[config.mk]
export PLATFORM = sky130hd
export DESIGN_NAME = if_stage
export DESIGN_NICKNAME = d
export VERILOG_FILES = /design/src/rtl/if_stage.sv
export SDC_FILE = /design/constraint.sdc
export NUM_CORES = 1
export LEC_CHECK = 0
export BUFFER_PORTS_ARGS = -buffer_cell sky130_fd_sc_hd__buf_2
export CAP_MARGIN = 10
export CORE_UTILIZATION = 49
export CTS_BUF_LIST = sky130_fd_sc_hd__clkbuf_16
export CTS_CLUSTER_DIAMETER = 120
export DETAILED_ROUTE_END_ITERATION = 8
export GPL_TIMING_DRIVEN = 1
export PLACE_DENSITY = 0.88
export SETUP_SLACK_MARGIN = 0.2
export SKIP_CTS_REPAIR_TIMING = 1
export SLEW_MARGIN = 20
export SYNTH_ARGS = -nofsm -noshare
export SYNTH_HDL_FRONTEND = slang
export SYNTH_SLANG_ARGS = --single-unit
export TNS_END_PERCENT = 10
[constraint.sdc]
create_clock -name clk -period 3.61 [get_ports clk]
set_clock_uncertainty 0.05 [all_clocks]
set_input_delay 0.361 -clock clk [delete_from_list [all_inputs] [get_ports clk]]
set_output_delay 0.361 -clock clk [all_outputs]
set_load 0.03 [all_outputs]
[src/rtl/if_stage.sv]
// rtl/if_stage.sv - instruction fetch stage with IF/ID pipeline register
//
// Purpose:
//    Holds the fetch PC and drives the word address of a combinational
//    instruction ROM. Registers {pc+4, instruction, valid} into the IF/ID
//    register for the decode stage. Handles the load-use stall, the
//    redirect (flush) resolved in EX, and the syscall halt/resume handshake.
//
// Optional feature:
//    IF_PERF_CNT_EN - when defined, adds the fetch_cnt and bubble_cnt
//    performance counters. When it is not defined, both counters and their
//    ports are absent.
//
// Ports:
//    clk          in   1        system clock, rising edge
//    rst          in   1        asynchronous active-high reset
//    stall        in   1        hold PC and IF/ID this cycle
//    redirect_en  in   1        taken branch/jump resolved in EX
//    redirect_pc  in   32       redirect target (bits [1:0] ignored)
//    halt_req     in   1        enter HALT
//    go           in   1        resume from HALT
//    imem_addr    out  IMEM_AW  ROM word address = pc[IMEM_AW+1:2]
//    imem_data    in   32       ROM read data, same cycle
//    id_pc        out  32       pc+4 of the instruction in IF/ID
//    id_ir        out  32       instruction word in IF/ID
//    id_valid     out  1        IF/ID holds a real instruction
//    halted       out  1        state is HALT
//    pc_out       out  32       current fetch PC
//    fetch_cnt    out  32       normal fetches (IF_PERF_CNT_EN only)
//    bubble_cnt   out  32       bubble loads into IF/ID (IF_PERF_CNT_EN only)
module if_stage #(
   parameter logic [31:0] PC_RESET = 32'h0000_0000,
   parameter int          IMEM_AW  = 10,
   parameter logic [31:0] NOP_IR   = 32'h0000_0000
) (
   input  logic               clk,
   input  logic               rst,
   input  logic               stall,
   input  logic               redirect_en,
   input  logic [31:0]        redirect_pc,
   input  logic               halt_req,
   input  logic               go,
   output logic [IMEM_AW-1:0] imem_addr,
   input  logic [31:0]        imem_data,
   output logic [31:0]        id_pc,
   output logic [31:0]        id_ir,
   output logic               id_valid,
   output logic               halted,
   output logic [31:0]        pc_out
`ifdef IF_PERF_CNT_EN
   ,
   output logic [31:0]        fetch_cnt,
   output logic [31:0]        bubble_cnt
`endif
);

   typedef enum logic {S_RUN, S_HALT} state_t;

   state_t      state_q, state_d;
   logic [31:0] pc_q, pc_d;
   logic [31:0] id_pc_q, id_pc_d;
   logic [31:0] id_ir_q, id_ir_d;
   logic        id_valid_q, id_valid_d;
   logic        load_bubble;
   logic        do_fetch;
   logic [31:0] pc_plus4;

   assign pc_plus4 = pc_q + 32'd4;

   always_comb begin
      state_d     = state_q;
      pc_d        = pc_q;
      id_pc_d     = id_pc_q;
      id_ir_d     = id_ir_q;
      id_valid_d  = id_valid_q;
      load_bubble = 1'b0;
      do_fetch    = 1'b0;

      case (state_q)
         S_RUN: begin
            if (halt_req) begin
               // PC stays put so that the resume fetches the same instruction.
               state_d     = S_HALT;
               load_bubble = 1'b1;
            end else if (redirect_en) begin
               // Redirect wins over stall: the stalled instruction is on the wrong path.
               pc_d        = redirect_pc & ~32'd3;
               load_bubble = 1'b1;
            end else if (!stall) begin
               do_fetch = 1'b1;
            end
         end
         S_HALT: begin
            load_bubble = 1'b1;
            if (go && !halt_req) begin
               state_d = S_RUN;
            end
         end
         default: begin
            state_d = S_RUN;
         end
      endcase

      if (load_bubble) begin
         // id_pc is left unchanged on a bubble.
         id_ir_d    = NOP_IR;
         id_valid_d = 1'b0;
      end else if (do_fetch) begin
         pc_d       = pc_plus4;
         id_pc_d    = pc_plus4;
         id_ir_d    = imem_data;
         id_valid_d = 1'b1;
      end
   end

   always_ff @(posedge clk or posedge rst) begin
      if (rst) begin
         state_q    <= S_RUN;
         pc_q       <= PC_RESET;
         id_pc_q    <= 32'd0;
         id_ir_q    <= NOP_IR;
         id_valid_q <= 1'b0;
      end else begin
         state_q    <= state_d;
         pc_q       <= pc_d;
         id_pc_q    <= id_pc_d;
         id_ir_q    <= id_ir_d;
         id_valid_q <= id_valid_d;
      end
   end

`ifdef IF_PERF_CNT_EN
   logic [31:0] fetch_cnt_q, bubble_cnt_q;

   // Stall cycles are counted as neither a fetch nor a bubble.
   always_ff @(posedge clk or posedge rst) begin
      if (rst) begin
         fetch_cnt_q  <= 32'd0;
         bubble_cnt_q <= 32'd0;
      end else begin
         if (do_fetch) begin
            fetch_cnt_q <= fetch_cnt_q + 32'd1;
         end
         if (load_bubble) begin
            bubble_cnt_q <= bubble_cnt_q + 32'd1;
         end
      end
   end

   assign fetch_cnt  = fetch_cnt_q;
   assign bubble_cnt = bubble_cnt_q;
`endif

   assign imem_addr = pc_q[IMEM_AW+1:2];
   assign id_pc     = id_pc_q;
   assign id_ir     = id_ir_q;
   assign id_valid  = id_valid_q;
   assign halted    = (state_q == S_HALT);
   assign pc_out    = pc_q;

endmodule
==> Word level (Yosys, flattened, before mapping) <==
Index checks and enable logic that the tools add are counted.
{ "word_totals": {"regBits": 98, "elab_cells": 31, "out_inout_bits": 108, "in_bits": 70} }
{ "op_classes": {"muxes": 19, "n_addsub": 1, "bitwise_logic": 2, "reduce_logical": 4} }
{ "op_table": {"columns": ["op", "n"], "rows": [
  ["two-way mux 32 bit", 7],
  ["adder 32 x 3 -> 32 bit, second input constant", 1],
  ["two-way mux 1 bit", 10],
  ["one-hot mux 1 bit (2 select lines)", 2],
  ["NOT 1 bit", 2],
  ["AND reduction 2 bit", 1],
  ["nonzero test 2 bit", 1],
  ["logical AND 1 bit", 1],
  ["zero test 1 bit", 1]
]} }

==> Depth between registers and ports, before layout <==
Gate-level depths: netlist of the first run.
{ "depth": {"word_depth": 6, "depth_mapped": 8, "mapped_depth_nobuf": 6} }

==> Least setup slack after synthesis of the first run <==
OpenSTA, ideal clock, no wires.
{ "synth_timing": {"path_type": "reg-to-reg", "startpoint": "register pc_q[7] (netlist: pc_out[7])", "endpoint": "register pc_q[18] (netlist: pc_out[18])", "n_path_buf": 1, "t_required_ps": 3466, "arrival_time_ps": 1868, "setup_slack_ps": 1598, "path_stages_with_launch": 7, "synth_period_minus_slack_ps": 2012, "setup_time_ps": 94, "cell_sequence": "dfrtp_1 buf_2 nand3_1 nor4_1 and4_1 nor3_1 a211oi_1"} }
{ "synth_between": {"elab_chain_cells": 3} }
{ "synth_rtl": {"columns": ["element", "line", "source"], "rows": [
  ["start: declaration", "60", "logic [31:0] pc_q, pc_d;"],
  ["start signal: assignment", "125", "pc_q <= pc_d;"],
  ["adder 32 x 3 -> 32 bit", "68", "assign pc_plus4 = pc_q + 32'd4;"],
  ["two-way mux 32 bit", "108", "end else if (do_fetch) begin"],
  ["two-way mux 32 bit", "104", "if (load_bubble) begin"],
  ["named net pc_d[18]", "60", null]
]} }
The timed path passes the listed nets, and every way through them passes these cells.
A chain may end at the register's enable or synchronous reset.

==> Worst setup path in the final report of the first run <==
{ "layout_timing": {"startpoint": "register state_q (netlist: halted)", "endpoint": "register pc_q[12] (netlist: pc_out[12])"} }
{ "layout_between": {"elab_chain_cells": 3} }
{ "layout_rtl": {"columns": ["element", "line", "source"], "rows": [
  ["start: declaration", "59", "state_t state_q, state_d;"],
  ["start signal: assignment", "124", "state_q <= state_d;"],
  ["NOT 1 bit (tied with other cells)", null, null],
  ["one-hot mux 1 bit (2 select lines) / two-way mux 32 bit (equally long branches)", "79, 108", null],
  ["two-way mux 32 bit (*)", "104", null],
  ["named net pc_d[12]", "60", null]
]} }
Mark *: on every way through the listed nets, which the timed path passes. The rest lies on a longest branch.

==> results.json, run 1 <==
{
  "gp_congestion": 0.883,
  "ys_warn_count": 0,
  "dp_cells": 704,
  "outcome": "complete, no violations",
  "synth.lib_cells_used.distinct": 36,
  "post_detailed_route_wirelength_per_cell_um": 16.1,
  "fmax_mhz": 436,
  "timing.final.crit_share_pct": 63.6,
  "worstSetupEndpointType": "flop",
  "critical_path.max_fanout": 28,
  "rows": 34,
  "synthesis.nets": 528,
  "path_class": "reg2reg",
  "die_width_um": 98.7,
  "insertedDiodeCount": 0,
  "tritoncts.num_buffers": 9,
  "dpl_cell_area_um2": 5410,
  "worst_margin_pin_slew_ns": 0.805,
  "startpoint": "halted",
  "critical-path-slowest-cell": "sky130_fd_sc_hd__or2_2",
  "drt_iter0_markers": 196,
  "grt_first_pass_wirelength_mm": 18.7,
  "clk_pin_slew_worst_paths_ns": 0.07,
  "reg2reg_depth": 5,
  "r2r_setup_slack_ns": 1.31,
  "netlist_area_um2": 4580,
  "final_max_slew_viol_count": 0,
  "cts_tree": "built",
  "port-buffer-count": 175,
  "syn2layout_area_growth_pct": 24.8,
  "clock_path_buffers": 2,
  "h-tree-depth": 3,
  "layoutNonFillerInstCount": 720,
  "final_design_area_no_fill_um2": 5720,
  "seq_area_frac_synth_pct": 53.6,
  "power_density_nw_per_um2": 627,
  "first_global_vias": 3822,
  "setup_violations": 0,
  "rsz_0062_raised_after_global_routing": "no",
  "ys_seq_elements": 98,
  "grt_util_all_layers_pct": 24.3,
  "num_clock_sinks": 98,
  "pre_cts_slack_ns": 1.19,
  "route.detailed.drc": 0,
  "routed_via_density": 5.54,
  "final_antenna_net_count": 0,
  "relSlewSlack_pct": 46.4,
  "postRouteWirelength_mm": 11.6,
  "syn-mean-instance-area_um2": 10.0,
  "antenna_found_initial": 0,
  "detailed_place_hpwl_mm": 8.26,
  "final.setup.tns_ns": 0,
  "vdd_ir_drop_max_mv": 0.273,
  "max_cap_viol_count": 0,
  "clk-insertion-delay-late_ns": 0.33,
  "grt_start_max_net_pins": 91,
  "synth_cells": 457,
  "crit_path_cell_trace": "or3_1 -> or2_2 -> nand2_2 -> a21oi_1 -> a311oi_1",
  "final_layout_size_suffix_gt1_share_pct": 33.7,
  "die-area_um2": 9740,
  "worstPathArrival_ns": 2.48,
  "crit-reg2reg-capture": "pc_out[12]",
  "timing.final.crit_period_ns": 2.30,
  "via_count": 3988,
  "nets": 678,
  "grt.overflow.total": 0,
  "dr.pass1.iters": 4,
  "final-hold-violation-count": 0,
  "finalWorstSetupSlack_ns": 1.31,
  "p_leak_nw": 2.88,
  "worstSetupStartpointType": "flop",
  "floorplan.io_pins": 178,
  "timing.rr.start": "halted",
  "cpPeakStageDelay_ns": 0.51,
  "total_power_of_the_final_layout_mw": 3.58,
  "dieHeight_um": 98.7,
  "worst_ep_required_time_ns": 3.80,
  "hold_class": "in2async",
  "starting_utilization_of_the_core_area_pct": 51.5,
  "clk_root_buffer_cell": "sky130_fd_sc_hd__clkbuf_16",
  "core-area_um2": 8890
}
-- critical path: cells and delay by family (launching register included) --
family           cells  cell delay (ns)
AO/OA/AOI/OAI        2             0.40
AND/OR/NAND/NOR      3             1.34
flip-flops           1             0.41
-- registers in the layout (all words and copies together), names as in the netlist --
name,count
pc_out,32
id_pc,32
halted,1
id_valid,1
id_ir,32
-- cell usage after synthesis, drive strengths merged --
cell / instances / area, um2
xnor2: 11 / 96.3
and3: 9 / 56.3
o221a: 3 / 33.8
buf: 25 / 170
nor3b: 1 / 7.51
a21oi: 25 / 125
nor3: 6 / 30.0
inv: 5 / 18.8
nor2: 50 / 188
o21a: 1 / 7.51
a311oi: 5 / 43.8
nand2: 52 / 198
nand4: 11 / 68.8
nand3: 14 / 70.1
xor2: 16 / 140
o22ai: 14 / 87.6
a221o: 1 / 10.0
nor4: 5 / 61.3
or2: 1 / 6.26
ha: 1 / 12.5
or3: 3 / 18.8
clkbuf: 18 / 68.8
a21o: 2 / 15.0
nand4b: 1 / 8.76
a211oi: 1 / 7.51
a22oi: 1 / 7.51
and2: 3 / 18.8
o21ai: 37 / 185
mux2i: 33 / 330
and4: 4 / 35.0
dfrtp: 98 / 2450
-- power by group --
group	leakage [nW]	switching, mW	internal, mW	total [mW]
Clock	0.149	0.422	0.544	0.966
Sequential	1.22	0.201	1.28	1.48
Combinational	1.51	0.785	0.347	1.13
Total	2.88	1.41	2.17	3.58
-- cell families after synthesis --
logic type / count (synthesis) / share of synthesized area, %
DFF: 98 / 53.6
buffers and inverters: 48 / 5.63
and+or+nand+nor: 160 / 16.7
adders and majority gates: 1 / 0.273
AOI/OAI and AO/OA: 90 / 11.4
muxes: 33 / 7.21
xor gates and xnor gates: 27 / 5.16
-- stage by stage --
stage / hold slack, ns / util [%]
2_1_floorplan: 0.403 / -
3_3_place_gp: 0.403 / 60.9
3_5_place_dp: 0.415 / 60.9
4_1_cts: 0.184 / 64.3
5_1_grt: 0.193 / 64.3
6_report: 0.123 / 64.3
-- cell usage in the layout (no fill, tap or decap), types with 2 or more instances in the layout --
master and count:
sky130_fd_sc_hd__xor2_1 16, sky130_fd_sc_hd__nand2_1 51, sky130_fd_sc_hd__mux2i_1 33, sky130_fd_sc_hd__o22ai_1 14
sky130_fd_sc_hd__o21ai_0 37, sky130_fd_sc_hd__o221a_2 3, sky130_fd_sc_hd__and3_1 9, sky130_fd_sc_hd__and4_1 4
sky130_fd_sc_hd__nor3_1 6, sky130_fd_sc_hd__and2_1 3, sky130_fd_sc_hd__clkbuf_16 9, sky130_fd_sc_hd__a21o_1 2
sky130_fd_sc_hd__buf_4 7, sky130_fd_sc_hd__inv_6 5, sky130_fd_sc_hd__nor4_4 2, sky130_fd_sc_hd__dfrtp_1 98
sky130_fd_sc_hd__buf_2 175, sky130_fd_sc_hd__a311oi_1 5, sky130_fd_sc_hd__inv_1 4, sky130_fd_sc_hd__a21oi_1 25
sky130_fd_sc_hd__nand3_1 14, sky130_fd_sc_hd__nor4_1 3, sky130_fd_sc_hd__nand4_1 11, sky130_fd_sc_hd__xnor2_1 11
sky130_fd_sc_hd__nor2_1 49, sky130_fd_sc_hd__or3_1 3
-- routing by layer --
metal	global-route usage, %	share of wire, %
met5	0	0
met4	9.18	2.3
met3	4.04	5.6
met2	41.4	50
met1	31.4	42
-- worst max-delay path by stage --
stage | slack (ns) | end | cells past startpoint
after global placement | 1.26 | pc_out[9] | 6
after detailed placement | 1.19 | pc_out[12] | 6
final | 1.31 | pc_out[12] | 5
after global routing | 1.18 | pc_out[12] | 5
after floorplan | 0.64 | halted | 1
after CTS | 1.31 | pc_out[12] | 5
-- area by class of cell --
class                           count  area, um2
Clock inverter                      7       73.8
Sequential cell                    98       2450
Clock buffer                        9        225
Timing Repair Buffer              182        928
Multi-Input combinational cell    311       1880
Fill cell                         724       3180
Inverter                            5       23.8
Tap cell                          108        135
Note: power is estimated with default switching activity, not from simulation.
==> inputs of run 2 (changes only) <==
- clock period: 3.61 -> 2.15 ns (I/O delays scaled with it)
==> results.json, run 2 (same netlist as run 1, synthesis figures left out) <==
{
  "syn2layout_area_growth_pct": 29.1,
  "grt_util_met1_pct": 31.0,
  "die-area_um2": 9740,
  "first_global_vias": 3960,
  "grt.met2_usage_pct": 43.1,
  "hold_class": "in2reg",
  "global_route_met3_utilization_pct": 3.90,
  "grt_busiest_layer": "met2",
  "dr.pass1.iters": 5,
  "insertedDiodeCount": 0,
  "finalWorstSetupSlack_ns": 0.176,
  "pre_cts_slack_ns": 0.155,
  "outcome": "complete, no violations",
  "core-area_um2": 8890,
  "regArea_um2": 2450,
  "port-buffer-count": 175,
  "fin_hold_ws_ns": 0.0559,
  "drt_iter0_markers": 206,
  "final_design_area_no_fill_um2": 5910,
  "worstSetupStartpointType": "flop",
  "dieHeight_um": 98.7,
  "fmax_mhz": 507,
  "clk-insertion-delay-late_ns": 0.34,
  "max_cap_viol_count": 0,
  "gp_congestion": 0.845,
  "power_density_nw_per_um2": 1070,
  "grt.overflow.total": 0,
  "timing.final.crit_share_pct": 91.8,
  "setup_violations": 0,
  "vdd_ir_drop_max_mv": 0.538,
  "worstPathArrival_ns": 2.15,
  "multiInputGateArea_um2": 1900,
  "clock_path_buffers": 2,
  "antenna_found_initial": 0,
  "rows": 34,
  "num_clock_sinks": 98,
  "starting_utilization_of_the_core_area_pct": 51.5,
  "detailed_place_hpwl_mm": 8.41,
  "final_max_slew_viol_count": 0,
  "mostFrequentLayoutCell": "sky130_fd_sc_hd__buf_2",
  "critical_path.max_fanout": 63,
  "p_leak_nw": 2.98,
  "timing.final.crit_period_ns": 1.97,
  "h-tree-depth": 3,
  "post_detailed_route_wirelength_per_cell_um": 16.1,
  "clk_pin_slew_worst_paths_ns": 0.07,
  "via_count": 4049,
  "final_antenna_net_count": 0,
  "final_layout_size_suffix_gt1_share_pct": 35.6,
  "number_of_fillers_in_the_final_layout": 695,
  "nets": 692,
  "final-hold-violation-count": 0,
  "worstSetupEndpointType": "flop",
  "postRouteWirelength_mm": 11.8,
  "worst_margin_pin_slew_ns": 0.532,
  "cts_tree": "built",
  "routed_via_density": 5.52,
  "route.detailed.drc": 0,
  "most_frequent_cells_in_the_layout": "175 x sky130_fd_sc_hd__buf_2, 98 x sky130_fd_sc_hd__dfrtp_1, 51 x sky130_fd_sc_hd__nand2_1",
  "r2r_setup_slack_ns": 0.18,
  "worst_ep_required_time_ns": 2.33,
  "grt_util_all_layers_pct": 24.9,
  "tritoncts.num_buffers": 9,
  "floorplan.io_pins": 178,
  "rsz_0062_raised_after_global_routing": "yes",
  "grt_start_max_net_pins": 99,
  "postLayoutCoreUtil_pct": 66.5,
  "relSlewSlack_pct": 64.6,
  "clk_root_buffer_cell": "sky130_fd_sc_hd__clkbuf_16",
  "final.setup.tns_ns": 0,
  "die_width_um": 98.7,
  "path_class": "reg2reg",
  "dpl_cell_area_um2": 5540,
  "grt_first_pass_wirelength_mm": 19.1
}
==> run 2: cell count changes in the layout (fill, tap and decap cells not counted), moves of 2 or more <==
cell and delta:
sky130_fd_sc_hd__buf_4 +11, sky130_fd_sc_hd__inv_6 -4, sky130_fd_sc_hd__buf_12 +2, sky130_fd_sc_hd__bufinv_16 +2, sky130_fd_sc_hd__clkinvlp_4 +3
==> run 2: cell type report <==
cell class,count,share of cell area (%)
clock buffers,9,3.81
clock inverters,7,1.99
inverters,5,0.381
multi-input cells,311,32.1
flip-flops and latches,98,41.5
well taps,108,2.29
repair buffers,196,17.9
==> run 2: worst paths after layout <==
check	end	depth (start not counted)	start
max	pc_out[11]	5	halted
min	halted	2	halt_req
max reg2reg	pc_out[11]	5	halted
min reg2reg	id_pc[0]	2	id_pc[0]
max in group asynchronous	pc_out[29]	4	rst
min in group asynchronous	id_ir[6]	4	rst
==> run 2: routing by layer <==
metal	vias to the layer above	wire, um	share of wire [%]
met5	-	0	0
met2	167	5970	51
met3	26	688	5.8
li1	1910	-	-
met4	0	303	2.6
met1	1946	4820	41
==> run 2: worst max-delay path, cell delays in order, from the launching register on <==
cell and delay (ns):
sky130_fd_sc_hd__dfrtp_1 0.40, sky130_fd_sc_hd__or3_1 0.39, sky130_fd_sc_hd__or2_2 0.36, sky130_fd_sc_hd__buf_12 0.21, sky130_fd_sc_hd__o21a_1 0.20, sky130_fd_sc_hd__o221a_2 0.24
==> run 2: through the flow <==
stage,total power [mW],instances
CTS,6.33,733
floorplan,3.86,457
detailed placement,4.48,717
global placement,4.42,717
finish,6.30,734
global route,6.61,734
==> run 2: power breakdown <==
group / internal [mW] / switching (mW)
logic: 0.637 / 1.39
registers: 2.15 / 0.282
clock network: 1.14 / 0.699
total: 3.93 / 2.37
